[config.mk]
export PLATFORM = sky130hd
export DESIGN_NAME = button_conditioner
export DESIGN_NICKNAME = d
export VERILOG_FILES = /design/src/rtl/button_conditioner.sv
export SDC_FILE = /design/constraint.sdc
export NUM_CORES = 1
export LEC_CHECK = 0
export ABC_AREA = 0
export BUFFER_PORTS_ARGS = -buffer_cell sky130_fd_sc_hd__buf_4
export CORE_ASPECT_RATIO = 0.6
export CORE_MARGIN = 2
export CORE_UTILIZATION = 50
export CTS_BUF_LIST = sky130_fd_sc_hd__clkbuf_8
export DETAILED_ROUTE_END_ITERATION = 6
export PLACE_DENSITY = 0.72
export SETUP_SLACK_MARGIN = 0.05
export SLEW_MARGIN = 10
export SYNTH_ARGS = -nofsm -noshare
export SYNTH_HDL_FRONTEND = slang
export SYNTH_SLANG_ARGS = --single-unit
[constraint.sdc]
create_clock -name clk_i -period 1.9 [get_ports clk_i]
set_input_delay 0.19 -clock clk_i [delete_from_list [all_inputs] [get_ports clk_i]]
set_output_delay 0.19 -clock clk_i [all_outputs]
set_load 0.01 [all_outputs]
[src/rtl/button_conditioner.sv]
// Push-button conditioner: two-flop synchroniser, debounce FSM, and registered
// press/release/long-press pulses plus a saturating hold-duration count.
module button_conditioner #(
    parameter int unsigned DEBOUNCE_CYCLES   = 1_000_000,
    parameter int unsigned LONG_PRESS_CYCLES = 200_000_000,
    parameter bit          BTN_ACTIVE_LOW    = 1'b0
) (
    input  logic        clk_i,
    input  logic        rst_ni,
    input  logic        btn_raw_i,
    output logic        btn_level_o,
    output logic        press_pulse_o,
    output logic        release_pulse_o,
    output logic        long_press_o,
    output logic [31:0] hold_cycles_o
);

    localparam int unsigned     CNT_W     = 32;
    localparam logic [CNT_W-1:0] DCNT_LAST = CNT_W'(DEBOUNCE_CYCLES - 1);
    localparam logic [CNT_W-1:0] HOLD_LAST = CNT_W'(LONG_PRESS_CYCLES - 1);
    localparam logic [CNT_W-1:0] HOLD_MAX  = '1;

    typedef enum logic [1:0] {
        IDLE         = 2'd0,
        PRESS_WAIT   = 2'd1,
        PRESSED      = 2'd2,
        RELEASE_WAIT = 2'd3
    } state_e;

    logic             btn;
    logic             sync_meta;
    logic             sync;

    state_e           state;
    state_e           state_next;
    logic [CNT_W-1:0] dcnt;
    logic [CNT_W-1:0] dcnt_next;
    logic [CNT_W-1:0] hold;
    logic [CNT_W-1:0] hold_next;
    logic [CNT_W-1:0] hold_inc;
    logic             level;
    logic             level_next;
    logic             press;
    logic             press_next;
    logic             release_q;
    logic             release_next;
    logic             long_q;
    logic             long_next;

    // Normalise pad polarity so 1 always means pressed.
    assign btn = btn_raw_i ^ BTN_ACTIVE_LOW;

    always_ff @(posedge clk_i or negedge rst_ni) begin
        if (!rst_ni) begin
            sync_meta <= 1'b0;
            sync      <= 1'b0;
        end else begin
            sync_meta <= btn;
            sync      <= sync_meta;
        end
    end

    always_ff @(posedge clk_i or negedge rst_ni) begin
        if (!rst_ni) begin
            state     <= IDLE;
            dcnt      <= '0;
            hold      <= '0;
            level     <= 1'b0;
            press     <= 1'b0;
            release_q <= 1'b0;
            long_q    <= 1'b0;
        end else begin
            state     <= state_next;
            dcnt      <= dcnt_next;
            hold      <= hold_next;
            level     <= level_next;
            press     <= press_next;
            release_q <= release_next;
            long_q    <= long_next;
        end
    end

    // Next-state, counters and pulse decode; outputs are the registered copies.
    always_comb begin
        state_next   = state;
        dcnt_next    = dcnt;
        hold_next    = hold;
        press_next   = 1'b0;
        release_next = 1'b0;
        long_next    = 1'b0;
        hold_inc     = (hold == HOLD_MAX) ? hold : hold + CNT_W'(1);

        case (state)
            IDLE: begin
                if (sync) begin
                    state_next = PRESS_WAIT;
                    dcnt_next  = '0;
                end
            end
            PRESS_WAIT: begin
                if (!sync) begin
                    state_next = IDLE;
                end else if (dcnt == DCNT_LAST) begin
                    state_next = PRESSED;
                    hold_next  = '0;
                    press_next = 1'b1;
                end else begin
                    dcnt_next = dcnt + CNT_W'(1);
                end
            end
            PRESSED: begin
                hold_next = hold_inc;
                long_next = (hold == HOLD_LAST);
                if (!sync) begin
                    state_next = RELEASE_WAIT;
                    dcnt_next  = '0;
                end
            end
            RELEASE_WAIT: begin
                hold_next = hold_inc;
                long_next = (hold == HOLD_LAST);
                if (sync) begin
                    state_next = PRESSED;
                end else if (dcnt == DCNT_LAST) begin
                    // Release pulse owns this cycle; the press is over.
                    state_next   = IDLE;
                    release_next = 1'b1;
                    long_next    = 1'b0;
                end else begin
                    dcnt_next = dcnt + CNT_W'(1);
                end
            end
            default: begin
                state_next = IDLE;
            end
        endcase

        level_next = (state_next == PRESSED) || (state_next == RELEASE_WAIT);
    end

    assign btn_level_o     = level;
    assign press_pulse_o   = press;
    assign release_pulse_o = release_q;
    assign long_press_o    = long_q;
    assign hold_cycles_o   = hold;

endmodule

==> out/results.ini <==
[outcome]
status=finished with violations
violations=design-rule violations, negative setup slack

[global_route]
grt_usage_pct=31.0
grt_overflow=0
gr-usage-met2_pct=44.1
grt_pass1_wl_um=21000
grt_pass1_vias=4131
grt_util_met1_pct=46.0
antenna_found_initial=0
grt_max_degree=52
grt_busiest_layer=met1
grtUsageMet3_pct=9.70

[worst_setup_path]
worst_setup_path_end_kind=register
cp_max_fo=8
crit_type=reg2reg
required_ps=2190
arrival_ps=2470
start_kind=register

[logic_synthesis]
synthArstFlopShare_pct=100
synth_nets=442
synth-seq-cells=72
synth_top_area_share_pct=44.8
yosysTopAreaCell=dfrtp_1
yosysWarnings=0
syn_inst=437
synth_edf_count=0
ys.flop_type=dfrtp_1
netlist_area_mm2=0.00402
seq_area_frac_synth_pct=44.8
ys_types=53
syn_avg_cell_area_um2=9.20
synth.area.top_cells=dfrtp_1, nand2_1, xnor2_1

[placement]
hpwl_um=9380
port_buffers=38
placedCellCount=692
gp_congestion=0.977

[die]
die_w_um=120
core_mm2=0.00782
initial_core_util_pct=51.4
num_rows=25
die-area_mm2=0.00879
io_pins=39
die-height_um=73.4

[power_and_ir_drop]
irDropWorstVdd_mv=0.373
clock_power_share_pct=43.8
power_frac_comb_pct=6.7
intPower_mw=2.40
seq_power_share_pct=49.5
p_sw_share_pct=24.1
p_switching_uw=762
power_density_mw_per_mm2=478
leakagePower_nw=3.03

[final_layout]
nets=641
synthToLayoutAreaGrowth_pct=64.8
multi_input_area_mm2=0.00264
fin_cells=749
layout-drive-gt1-share_pct=53.2
n_antenna_cell=0
final.fill_count=365
regArea_mm2=0.00182

[timing]
worst_slew_pin_slew_ps=747
clock_skew_ps=10.9
finalMaxSlewViolations=0
hold_viol_final=0
grt_setup_unrepaired=true
maxSlewHeadroom_pct=50.0
fin_crit_sh_pct=115
final-setup-viol-count=54
fmax_mhz=458
finalWorstSetupSlack_ps=-286
holdWs_ps=250
fin_crit_ps=2190

[drt]
drt_wl_total_um=17500
routedWlPerCell_um=23.4
drt.antenna.violating_nets=0
num_vias=5045
drc=5
drt-initial-drc-count=870
viasPerCell=6.74
drt-pass1-iter-count=7

[clock_network]
clk_path_buf_depth=2
htree_levels=3
cts_root_buffer=clkbuf_8
clkTransAtPathRegs_ps=80
cts_tree=done
cts_sinks=72
clk_latency_ps=370
cts_buffers=9

[job]
maxCapViolCount=0

[min_path]
hold_path.class=in2async

## kinds of logic after synthesis
family                   Yosys count  share of synthesized area (%)
AO/OA/AOI/OAI                     82                           13.0
XOR/XNOR                          19                           4.14
adder cells (fa/ha/maj)            2                          0.623
buffers and inverters             27                           3.49
flip-flops                        72                           44.8
multiplexers                       7                           1.81
AND/OR/NAND/NOR                  228                           32.2
## metal layers
metal,vias up,wire length [um],part of all wire [%]
met5,-,0,0
met1,2392,6810,39
li1,2049,-,-
met2,476,7420,42
met3,128,2370,14
met4,0,911,5.2
## metrics by stage
step	setup TNS [ps]	area, um2	worst slack [ps]	util [%]	power [mW]
floorplan	-1920	4090	-121	-	1.67
global placement	-2400	5390	-151	68.9	1.74
detailed placement	-3620	5390	-197	68.9	1.75
CTS	-1790	5870	-119	75.0	3.10
global route	-10300	6620	-279	84.7	3.25
finish	-8280	6620	-286	84.7	3.17
## cell usage after synthesis, types with 2 or more instances
cell type  count
a21o_1         4
mux2_2         2
nand3_1       29
xor2_1         2
a21oi_1       28
o211ai_1       5
dfrtp_1       72
or3_1         17
nor4bb_1       2
nor3_1        10
clkbuf_1       8
a31o_2         2
or4_1         18
inv_1          7
nor4_1        18
and2_1         6
nor4b_1        4
and4_1         6
xnor2_1       17
or2_2          2
nor2_1        25
nand2_1       50
o31ai_2        2
mux2i_1        5
nand2b_1       4
buf_4          2
buf_2          7
nand4_1       18
o21ai_0       18
and3_1         7
buf_6          3
ha_1           2
o31ai_1       14
and4_2         2
## critical path, cell delays in order (launching register included)
cell and delay [ps]:
dfrtp_1 380, nand4_1 220, or4_4 620, o31ai_4 400, buf_6 200, o21ai_0 120, a21oi_2 160
## registers in the layout, summed over array words and instances, names as in the netlist
name,cells
press_pulse_o,1
btn_level_o,1
hold_cycles_o,32
sync_meta,1
dcnt,32
state,2
sync,1
long_press_o,1
release_pulse_o,1
## power by group through the flow
| stage | registers [mW] | logic (mW) | clock network (mW) |
|---|---|---|---|
| 6_report | 1.57 | 0.211 | 1.39 |
| 5_1_grt | 1.57 | 0.224 | 1.46 |
| 4_1_cts | 1.56 | 0.163 | 1.38 |
| 3_5_place_dp | 1.59 | 0.154 | 0 |
| 3_3_place_gp | 1.59 | 0.153 | 0 |
| 2_1_floorplan | 1.59 | 0.0800 | 0 |
## what timing repair did
item                                    in CTS  in global routing
hold buffers                                 2                  0
endpoints found under the hold margin       22                  0
endpoints found under the setup margin      49                 61
cloned                                       0                  5
gates resized for setup                     41                113
pin swaps                                   24                 51
setup buffers                               11                 25
## cell usage in the layout (no fill, tap or decap), types with 5 or more instances in the layout
cell      count
a21oi_1      12
a21oi_2      15
and2_1        5
and3_4        5
buf_4       175
buf_6        21
clkbuf_8     10
dfrtp_1      58
dfrtp_2      14
inv_1         7
mux2i_1       5
nand2_1      44
nand2_2       6
nand3_1      24
nand3_2       5
nand4_1      18
nor2_1       15
nor2_2        5
nor2_4        7
nor3_1        5
nor4_4       11
o211ai_1      5
o21ai_0       8
o21ai_2       7
o31ai_1      14
or3_1        15
or4_1         9
or4_4         9
xnor2_1      17
## path summary, 6_finish.rpt
| path | startpoint | to | slack, ps | depth (start not counted) |
|---|---|---|---|---|
| max | hold_cycles_o[12]$_DFFE_PN0P_ | hold_cycles_o[21]$_DFFE_PN0P_ | -290 | 6 |
| min | rst_ni | dcnt[2]$_DFFE_PN0P_ | 250 | 2 |
| max reg2reg | hold_cycles_o[12]$_DFFE_PN0P_ | hold_cycles_o[21]$_DFFE_PN0P_ | -290 | 6 |
| min reg2reg | sync_meta$_DFF_PN0_ | sync$_DFF_PN0_ | 360 | 0 |
| max in group asynchronous | rst_ni | hold_cycles_o[10]$_DFFE_PN0P_ | 1030 | 3 |
| min in group clk_i | sync_meta$_DFF_PN0_ | sync$_DFF_PN0_ | 360 | 0 |
## cell type report
cell class	instances	area share, %
Clock buffer	10	2.08
Timing Repair Buffer	208	26.9
Tap cell	108	2.04
Multi-Input combinational cell	338	39.9
Inverter	7	0.397
Clock inverter	6	1.27
Sequential cell	72	27.5
(Power assumes the default switching activity.)
